## config.mk

```make
export PLATFORM = sky130hd
export DESIGN_NAME = conv_window_gen
export DESIGN_NICKNAME = d
export VERILOG_FILES = /design/src/rtl/npu_conv_pkg.sv /design/src/rtl/conv_line_buffer.sv /design/src/rtl/conv_window_gen.sv
export SDC_FILE = /design/constraint.sdc
export NUM_CORES = 1
export LEC_CHECK = 0
export ABC_AREA = 1
export CORE_MARGIN = 1.5
export CORE_UTILIZATION = 47
export DETAILED_ROUTE_END_ITERATION = 6
export GPL_TIMING_DRIVEN = 0
export SYNTH_ARGS = -nofsm -noshare
export SYNTH_HDL_FRONTEND = slang
export SYNTH_SLANG_ARGS = --single-unit
```

## constraint.sdc

```tcl
create_clock -name clk -period 10.4 [get_ports clk]
set_clock_uncertainty 0.2 [all_clocks]
set_input_delay 3.12 -clock clk [delete_from_list [all_inputs] [get_ports clk]]
set_output_delay 3.12 -clock clk [all_outputs]
set_load 0.05 [all_outputs]
```

## src/rtl/npu_conv_pkg.sv

```systemverilog
// Shared types and sizing helpers for the convolution window generator.
package npu_conv_pkg;

  typedef enum logic [1:0] {
    IDLE   = 2'd0,
    STREAM = 2'd1,
    FLUSH  = 2'd2
  } state_t;

  localparam int K_H_DEF        = 3;
  localparam int K_W_DEF        = 3;
  localparam int DATA_WIDTH_DEF = 9;
  localparam int IMG_W_DEF      = 28;
  localparam int IMG_H_DEF      = 28;

  // Counter width for a 0..n-1 range, never narrower than one bit.
  function automatic int cnt_w(input int n);
    return (n > 1) ? $clog2(n) : 1;
  endfunction

  // Width of one flattened K_H x K_W window.
  function automatic int win_w(input int kh, input int kw, input int dw);
    return kh * kw * dw;
  endfunction

endpackage

```

## src/rtl/conv_line_buffer.sv

```systemverilog
// One image row of delay: the output is the pixel accepted DEPTH accepts ago.
// Contents carry no reset; they are always overwritten before being used.
module conv_line_buffer #(
  parameter int DEPTH      = 28,
  parameter int DATA_WIDTH = 9
) (
  input  logic                  clk,
  input  logic                  en,
  input  logic [DATA_WIDTH-1:0] din,
  output logic [DATA_WIDTH-1:0] dout
);

  logic [DATA_WIDTH-1:0] sr [DEPTH];

  // Shift one position per accepted pixel.
  always_ff @(posedge clk) begin
    if (en) begin
      sr[0] <= din;
      for (int i = 1; i < DEPTH; i++) sr[i] <= sr[i-1];
    end
  end

  assign dout = sr[DEPTH-1];

endmodule

```

## src/rtl/conv_window_gen.sv

```systemverilog
// Streaming K_H x K_W sliding-window generator (stride 1, no padding).
// Optional macro CONV_WIN_POS_EN adds out_row/out_col giving the top-left
// output coordinate of the window currently on out_win.
module conv_window_gen
  import npu_conv_pkg::*;
#(
  parameter int K_H        = K_H_DEF,
  parameter int K_W        = K_W_DEF,
  parameter int DATA_WIDTH = DATA_WIDTH_DEF,
  parameter int IMG_W      = IMG_W_DEF,
  parameter int IMG_H      = IMG_H_DEF
) (
  input  logic                              clk,
  input  logic                              rst_n,
  input  logic                              start,
  input  logic                              in_valid,
  output logic                              in_ready,
  input  logic [DATA_WIDTH-1:0]             in_data,
  output logic                              out_valid,
  input  logic                              out_ready,
  output logic [K_H*K_W*DATA_WIDTH-1:0]     out_win,
  output logic                              busy,
`ifdef CONV_WIN_POS_EN
  output logic [$clog2(IMG_H)-1:0]          out_row,
  output logic [$clog2(IMG_W)-1:0]          out_col,
`endif
  output logic                              done
);

  localparam int CW    = cnt_w(IMG_W);
  localparam int RW    = cnt_w(IMG_H);
  localparam int WIN_W = win_w(K_H, K_W, DATA_WIDTH);

  state_t                state;
  logic [CW-1:0]         col;
  logic [RW-1:0]         row;
  logic                  accept;
  logic                  col_last;
  logic                  last_px;
  logic                  produce;

  logic [DATA_WIDTH-1:0] win     [K_H][K_W];
  logic [DATA_WIDTH-1:0] win_nxt [K_H][K_W];
  logic [DATA_WIDTH-1:0] col_in  [K_H];
  logic [DATA_WIDTH-1:0] lb_in   [K_H-1];
  logic [DATA_WIDTH-1:0] lb_out  [K_H-1];
  logic [WIN_W-1:0]      win_flat;

  assign in_ready = (state == STREAM) && (!out_valid || out_ready);
  assign accept   = in_valid && in_ready;
  assign col_last = (col == CW'(IMG_W - 1));
  assign last_px  = col_last && (row == RW'(IMG_H - 1));
  assign produce  = accept && (row >= RW'(K_H - 1)) && (col >= CW'(K_W - 1));

  // Line buffers are chained: each stage delays the column stream by one row.
  for (genvar i = 0; i < K_H - 1; i++) begin : g_lb
    conv_line_buffer #(
      .DEPTH      (IMG_W),
      .DATA_WIDTH (DATA_WIDTH)
    ) u_lb (
      .clk  (clk),
      .en   (accept),
      .din  (lb_in[i]),
      .dout (lb_out[i])
    );
  end

  // Route the new pixel and the delayed rows into the column entering the window.
  always_comb begin
    lb_in[0]      = in_data;
    col_in[K_H-1] = in_data;
    for (int i = 1; i < K_H - 1; i++) lb_in[i] = lb_out[i-1];
    for (int i = 0; i < K_H - 1; i++) col_in[K_H-2-i] = lb_out[i];
  end

  // Next window: shift every row left by one column and append the new column.
  always_comb begin
    win_nxt  = win;
    win_flat = '0;
    for (int r = 0; r < K_H; r++) begin
      for (int c = 0; c < K_W - 1; c++) win_nxt[r][c] = win[r][c+1];
      win_nxt[r][K_W-1] = col_in[r];
    end
    for (int r = 0; r < K_H; r++)
      for (int c = 0; c < K_W; c++)
        win_flat[(r*K_W+c)*DATA_WIDTH +: DATA_WIDTH] = win_nxt[r][c];
  end

  // Window registers advance on each accepted pixel; stale columns from the
  // previous row are flushed out before any window of the new row is emitted.
  always_ff @(posedge clk) begin
    if (accept) win <= win_nxt;
  end

  // Frame control: pixel counters, state, busy and the done pulse.
  always_ff @(posedge clk or negedge rst_n) begin
    if (!rst_n) begin
      state <= IDLE;
      busy  <= 1'b0;
      done  <= 1'b0;
      row   <= '0;
      col   <= '0;
    end else begin
      done <= 1'b0;
      case (state)
        IDLE: begin
          if (start) begin
            state <= STREAM;
            busy  <= 1'b1;
            row   <= '0;
            col   <= '0;
          end
        end
        STREAM: begin
          if (accept) begin
            if (col_last) begin
              col <= '0;
              row <= last_px ? '0 : row + RW'(1);
            end else begin
              col <= col + CW'(1);
            end
            if (last_px) state <= FLUSH;
          end
        end
        FLUSH: begin
          if (!out_valid || out_ready) begin
            state <= IDLE;
            busy  <= 1'b0;
            done  <= 1'b1;
          end
        end
        default: state <= IDLE;
      endcase
    end
  end

  // Output register: load a new window, otherwise drop valid once consumed.
  always_ff @(posedge clk or negedge rst_n) begin
    if (!rst_n) begin
      out_valid <= 1'b0;
      out_win   <= '0;
`ifdef CONV_WIN_POS_EN
      out_row   <= '0;
      out_col   <= '0;
`endif
    end else if (produce) begin
      out_valid <= 1'b1;
      out_win   <= win_flat;
`ifdef CONV_WIN_POS_EN
      out_row   <= row - RW'(K_H - 1);
      out_col   <= col - CW'(K_W - 1);
`endif
    end else if (out_ready) begin
      out_valid <= 1'b0;
    end
  end

endmodule

```

======== Word level (Yosys, flattened, before mapping) ========
Memories as Yosys holds them, arrays and structs flattened.
Cells that the tools add are included.
storage, ports and cells
  register bits after elaboration ......... 150
  bits in writable memories ............... 504
  input bits .............................. 14
  output and inout port bits .............. 85
  word-level logic and storage cells ...... 65
  memories ................................ 2
memory list
  memory           depth  width  rd ports  clocked after memory_dff  wr ports  RTL line                source
  g_lb[0].u_lb.sr  28     9      28        0                         28        conv_line_buffer.sv:13  logic [DATA_WIDTH-1:0] sr [DEPTH];
  g_lb[1].u_lb.sr  28     9      28        0                         28        conv_line_buffer.sv:13
cells by class
  add/subtract/negate cells ............... 2
  magnitude comparators ................... 2
  equal/unequal tests ..................... 9
  mux-type cells .......................... 22
  reduce and logical (&&, ||, !) cells .... 15
operators with widths
  kind                                                                   number
  5-bit two-way mux                                                      6
  5-bit one-hot mux with 2 select lines                                  2
  5-bit by 1-bit adder with 5-bit output, second input constant          2
  5-bit equality test, second input constant                             2
  5-bit by 2-bit >= comparator with 1-bit output, second input constant  2
  2-bit != test, second input constant                                   5
  1-bit two-way mux                                                      8
  2-bit two-way mux                                                      4
  4-bit AND reduction                                                    2
  2-bit one-hot mux with 3 select lines                                  1
  3-bit AND reduction                                                    2
  2-bit nonzero test                                                     3
  1-bit logical AND                                                      5
  2-bit by 1-bit equality test with 1-bit output, second input constant  1
  2-bit equality test, second input constant                             1
  2-bit zero test                                                        1
  1-bit one-hot mux with 2 select lines                                  1
  1-bit zero test                                                        1
  1-bit logical OR                                                       1

======== Longest topological paths before layout ========
  depth in word-level cells ............... 7
  depth in mapped cells ................... 9
  depth with buffers taken out ............ 8

======== Cells and area by module ========
A second synthesis with hierarchy kept.
unflattened totals
  cells, all modules ...................... 1,054
  area total of the unflattened synthesis .. 21,195.3 sq um
by module, submodules not included
  module            instances  cells each  area an instance (sq um)  seq. area each (sq um)
  conv_line_buffer  2          261         7,634.8                   7,567.3
  conv_window_gen   1          532         5,925.7                   4,023.9

======== Least setup slack after synthesis ========
No wires, ideal clock.
  path type ............................... input-to-output
  start ................................... input port out_ready
  end ..................................... output port in_ready
  data arrival time ....................... 3,813 ps
  data required time ...................... 7,080 ps
  setup slack ............................. 3,267 ps
  cell stages on the path ................. 2
  path buffers ............................ 0
  cell sequence ........................... nor2_1 nor2_1
on the way
  longest elaborated chain between the ends .. 2
ends and longest elaborated chain
  what               RTL line               source
  from (decl)        conv_window_gen.sv:20  input logic out_ready,
  1-bit logical OR   conv_window_gen.sv:49  assign in_ready = (state == STREAM) && (!out_valid || out_ready);
  1-bit logical AND  conv_window_gen.sv:49
  to (decl)          conv_window_gen.sv:17  output logic in_ready,
No other way between the ends.

======== Worst setup path after layout ========
Same ends and word-level chain as after synthesis.

==> metrics.txt <==
status=finished clean; H-Tree Level Count=2; Initial Utilization=47.8%; antenna fix cells=0; number of global-route vias before repair=8514; DP Worst Slack=2.49 ns; TritonCTS clock tree=done; Worst EP required=7.08 ns; Routed Antenna Nets=0; fin crit share=76.0%; slowest cell on the critical path=clkdlybuf4s50_1; post-CTS sizing=0; dominant synthesized flop cell=edfxtp_1; Critical Path Source=out_ready; PortBufs=98; Post-synth EDFFs=522; CTS Hold Bufs=0; CP max FO=3; Seq/Total Area, Yosys=89.8%; nature of the critical path startpoint=input pin; Layout area overhead=18.4%; Fillers=3148; I/O pins=99; Area after DPL=21900 um^2; final hold vios=0; Placer Congestion=0.731; Power Internal=4220 uW; Leak Pwr=0.00869 uW; synthesized net count=1017; gr ovfl total=0; register area=18100 um^2; Routed wire per std cell=17.9 um; Die Wd=210 um; Clk pwr share=38.5%; clk buf depth=3; global-route met3 utilization=2.84%; M2 GR Usage=20.1%; WP buf/inv=2; Seq pwr share=53.5%; DP Wirelength=17700 um; hold_sp=g_lb[1].u_lb.sr[5][11]$_DFFE_PP_; Worst Setup Path Type=input pin to output port; Clock Latency Late Sink=0.61 ns; DR iter-0 viols=837; first-pass GRT wire length=49100 um; footprint of the multi-input gates=1700 um^2; RSZ-0062 raised after global routing=false; GR peak layer=met1; crit path cell chain=clkdlybuf4s50_1 -> nor2_1 -> nor2_1 -> clkdlybuf4s50_1; mapped cell area=20100 um^2; Post-Syn Instances=999; Synth async-reset ratio=15.5%; Nets=1180; Residual DRC=0; clk slew on worst S/H paths=0.06 ns; r2r startpoint=state[0]$_DFFE_PN0P_; PD cells=230 nW/um^2; Peak VDD IR=162 uV; delay-heaviest family, CP=buffers and inverters; # clock sinks=618; Comb pwr share=8.0%; Synth Area per Inst=20.1 um^2; via count=8749; post-DR vias/cell=5.00; CP max stage delay=0.81 ns; ratio of cells with drive above 1 in the final layout=14.1%; GR Util met1=23.1%; Synth warnings=0; #FFs+latches synth=618; Final setup viols=0; max-slew violation count=0; minimum clock period=7.90 ns; die area=44100 um^2; Post-CTS Setup Inserts=0; GR Util All Layers=14.6%; WP data arrival=4.58 ns; Final WS setup=2.50 ns; drt total wl=31300 um; switching power=1260 uW; core area=42100 um^2; Non-Filler Instances=1749; final instance area=23800 um^2; FMAX=0.127 GHz; post-synth cell types=26; Max Cap Viol=0; root buf cell=clkbuf_16; CTS Buf Count=58; Placed Cells=1641; # rows=75; DRT Pass-1 Iters=5; setup TNS=0 ns; Slew @ Worst Pin=0.669 ns; slew margin rel.=55.4%; Die Ht=210 um; largest net degree at the start of global routing=140; Crit. End Element=output port; Sw Ratio=22.9%; initial antenna violation count=0; HP Class=flop to flop
sequential cells by signal, summed over array words and instances, names as in the netlist:
register,flops
busy,1
col,5
done,1
g_lb.u_lb.sr,472
out_valid,1
out_win,81
row,5
state,2
win,50
cell families after synthesis:
kind of cell    Yosys count  synth area share [%]
simple gates            313                  7.84
flops                   618                  89.8
fa+ha+maj                 4                 0.249
compound gates           11                 0.286
xor+xnor                  2                0.0871
buf+inv                  51                  1.70
path summary, 6_finish.rpt:
| path | end | slack, ns | cells past startpoint |
|---|---|---|---|
| max reg2reg | g_lb[1].u_lb.sr[1][30]$_DFFE_PP_ | 6.90 | 9 |
| max | in_ready | 2.50 | 4 |
| max in group asynchronous | out_win[52]$_DFFE_PN0P_ | 6.93 | 2 |
| min in group asynchronous | out_win[0]$_DFFE_PN0P_ | 2.35 | 1 |
| min | g_lb[1].u_lb.sr[5][20]$_DFFE_PP_ | 0.21 | 0 |
| min reg2reg | g_lb[1].u_lb.sr[5][20]$_DFFE_PP_ | 0.21 | 0 |
metrics by stage:
step | hold slack [ns] | util (%) | power, uW
after floorplan | 0.200 | - | 3250
after global placement | 0.201 | 51.7 | 3420
after detailed placement | 0.205 | 52.0 | 3420
after CTS | 0.211 | 56.6 | 5550
after global routing | 0.219 | 56.6 | 5680
final | 0.208 | 56.6 | 5480
synth_stat cells (4+ instances only):
library cell,number,area (um^2)
edfxtp_1,522,15700
nand2_1,146,548
dfrtp_1,96,2400
nand4_1,85,532
nand2_2,51,319
buf_6,16,180
nor2_1,13,48.8
inv_1,12,45.0
buf_2,11,55.1
nand3_1,10,50.1
clkbuf_1,7,26.3
o21ai_0,5,25.0
ha_1,4,50.1
area by class of cell:
cell class	count	area share, %
Multi-Input combinational cell	330	7.15
Clock buffer	80	6.69
Tap cell	539	2.83
Clock inverter	28	1.34
Timing Repair Buffer	103	4.68
Buffer	35	1.18
Inverter	16	0.273
Sequential cell	618	75.9
metal layers:
layer	up-vias	part of all wire [%]
li1	4083	-
met1	4463	50
met2	149	44
met3	54	4.3
met4	0	2.1
met5	-	0
worst register-to-register path, stage by stage (launching register included):
cell and delay [ns]:
dfrtp_1 0.42, inv_2 0.08, nor2_4 0.19, nand3_4 0.12, clkinv_4 0.08, buf_8 0.18
buf_8 0.27, buf_16 0.44, buf_16 0.50, buf_16 0.54
power groups by stage:
stage | logic (uW) | clock network (uW) | registers (uW)
3_3_place_gp | 428 | 0 | 2990
3_5_place_dp | 441 | 0 | 2980
5_1_grt | 471 | 2260 | 2940
6_report | 437 | 2110 | 2930
4_1_cts | 442 | 2180 | 2930
2_1_floorplan | 147 | 0 | 3100
layout by cell type (no fill, tap or decap), types with 5 or more instances in the layout:
cell type,count
o21ai_0,5
buf_16,5
nand2_1,146
nand3_1,10
nor2_1,13
buf_6,15
nand4_1,85
bufinv_16,7
clkdlybuf4s50_1,97
clkbuf_1,24
inv_1,12
nand2_2,51
buf_2,11
clkbuf_16,59
edfxtp_1,522
clkinv_1,14
dfrtp_1,96
No activity file was read; power rests on OpenSTA's default activity.
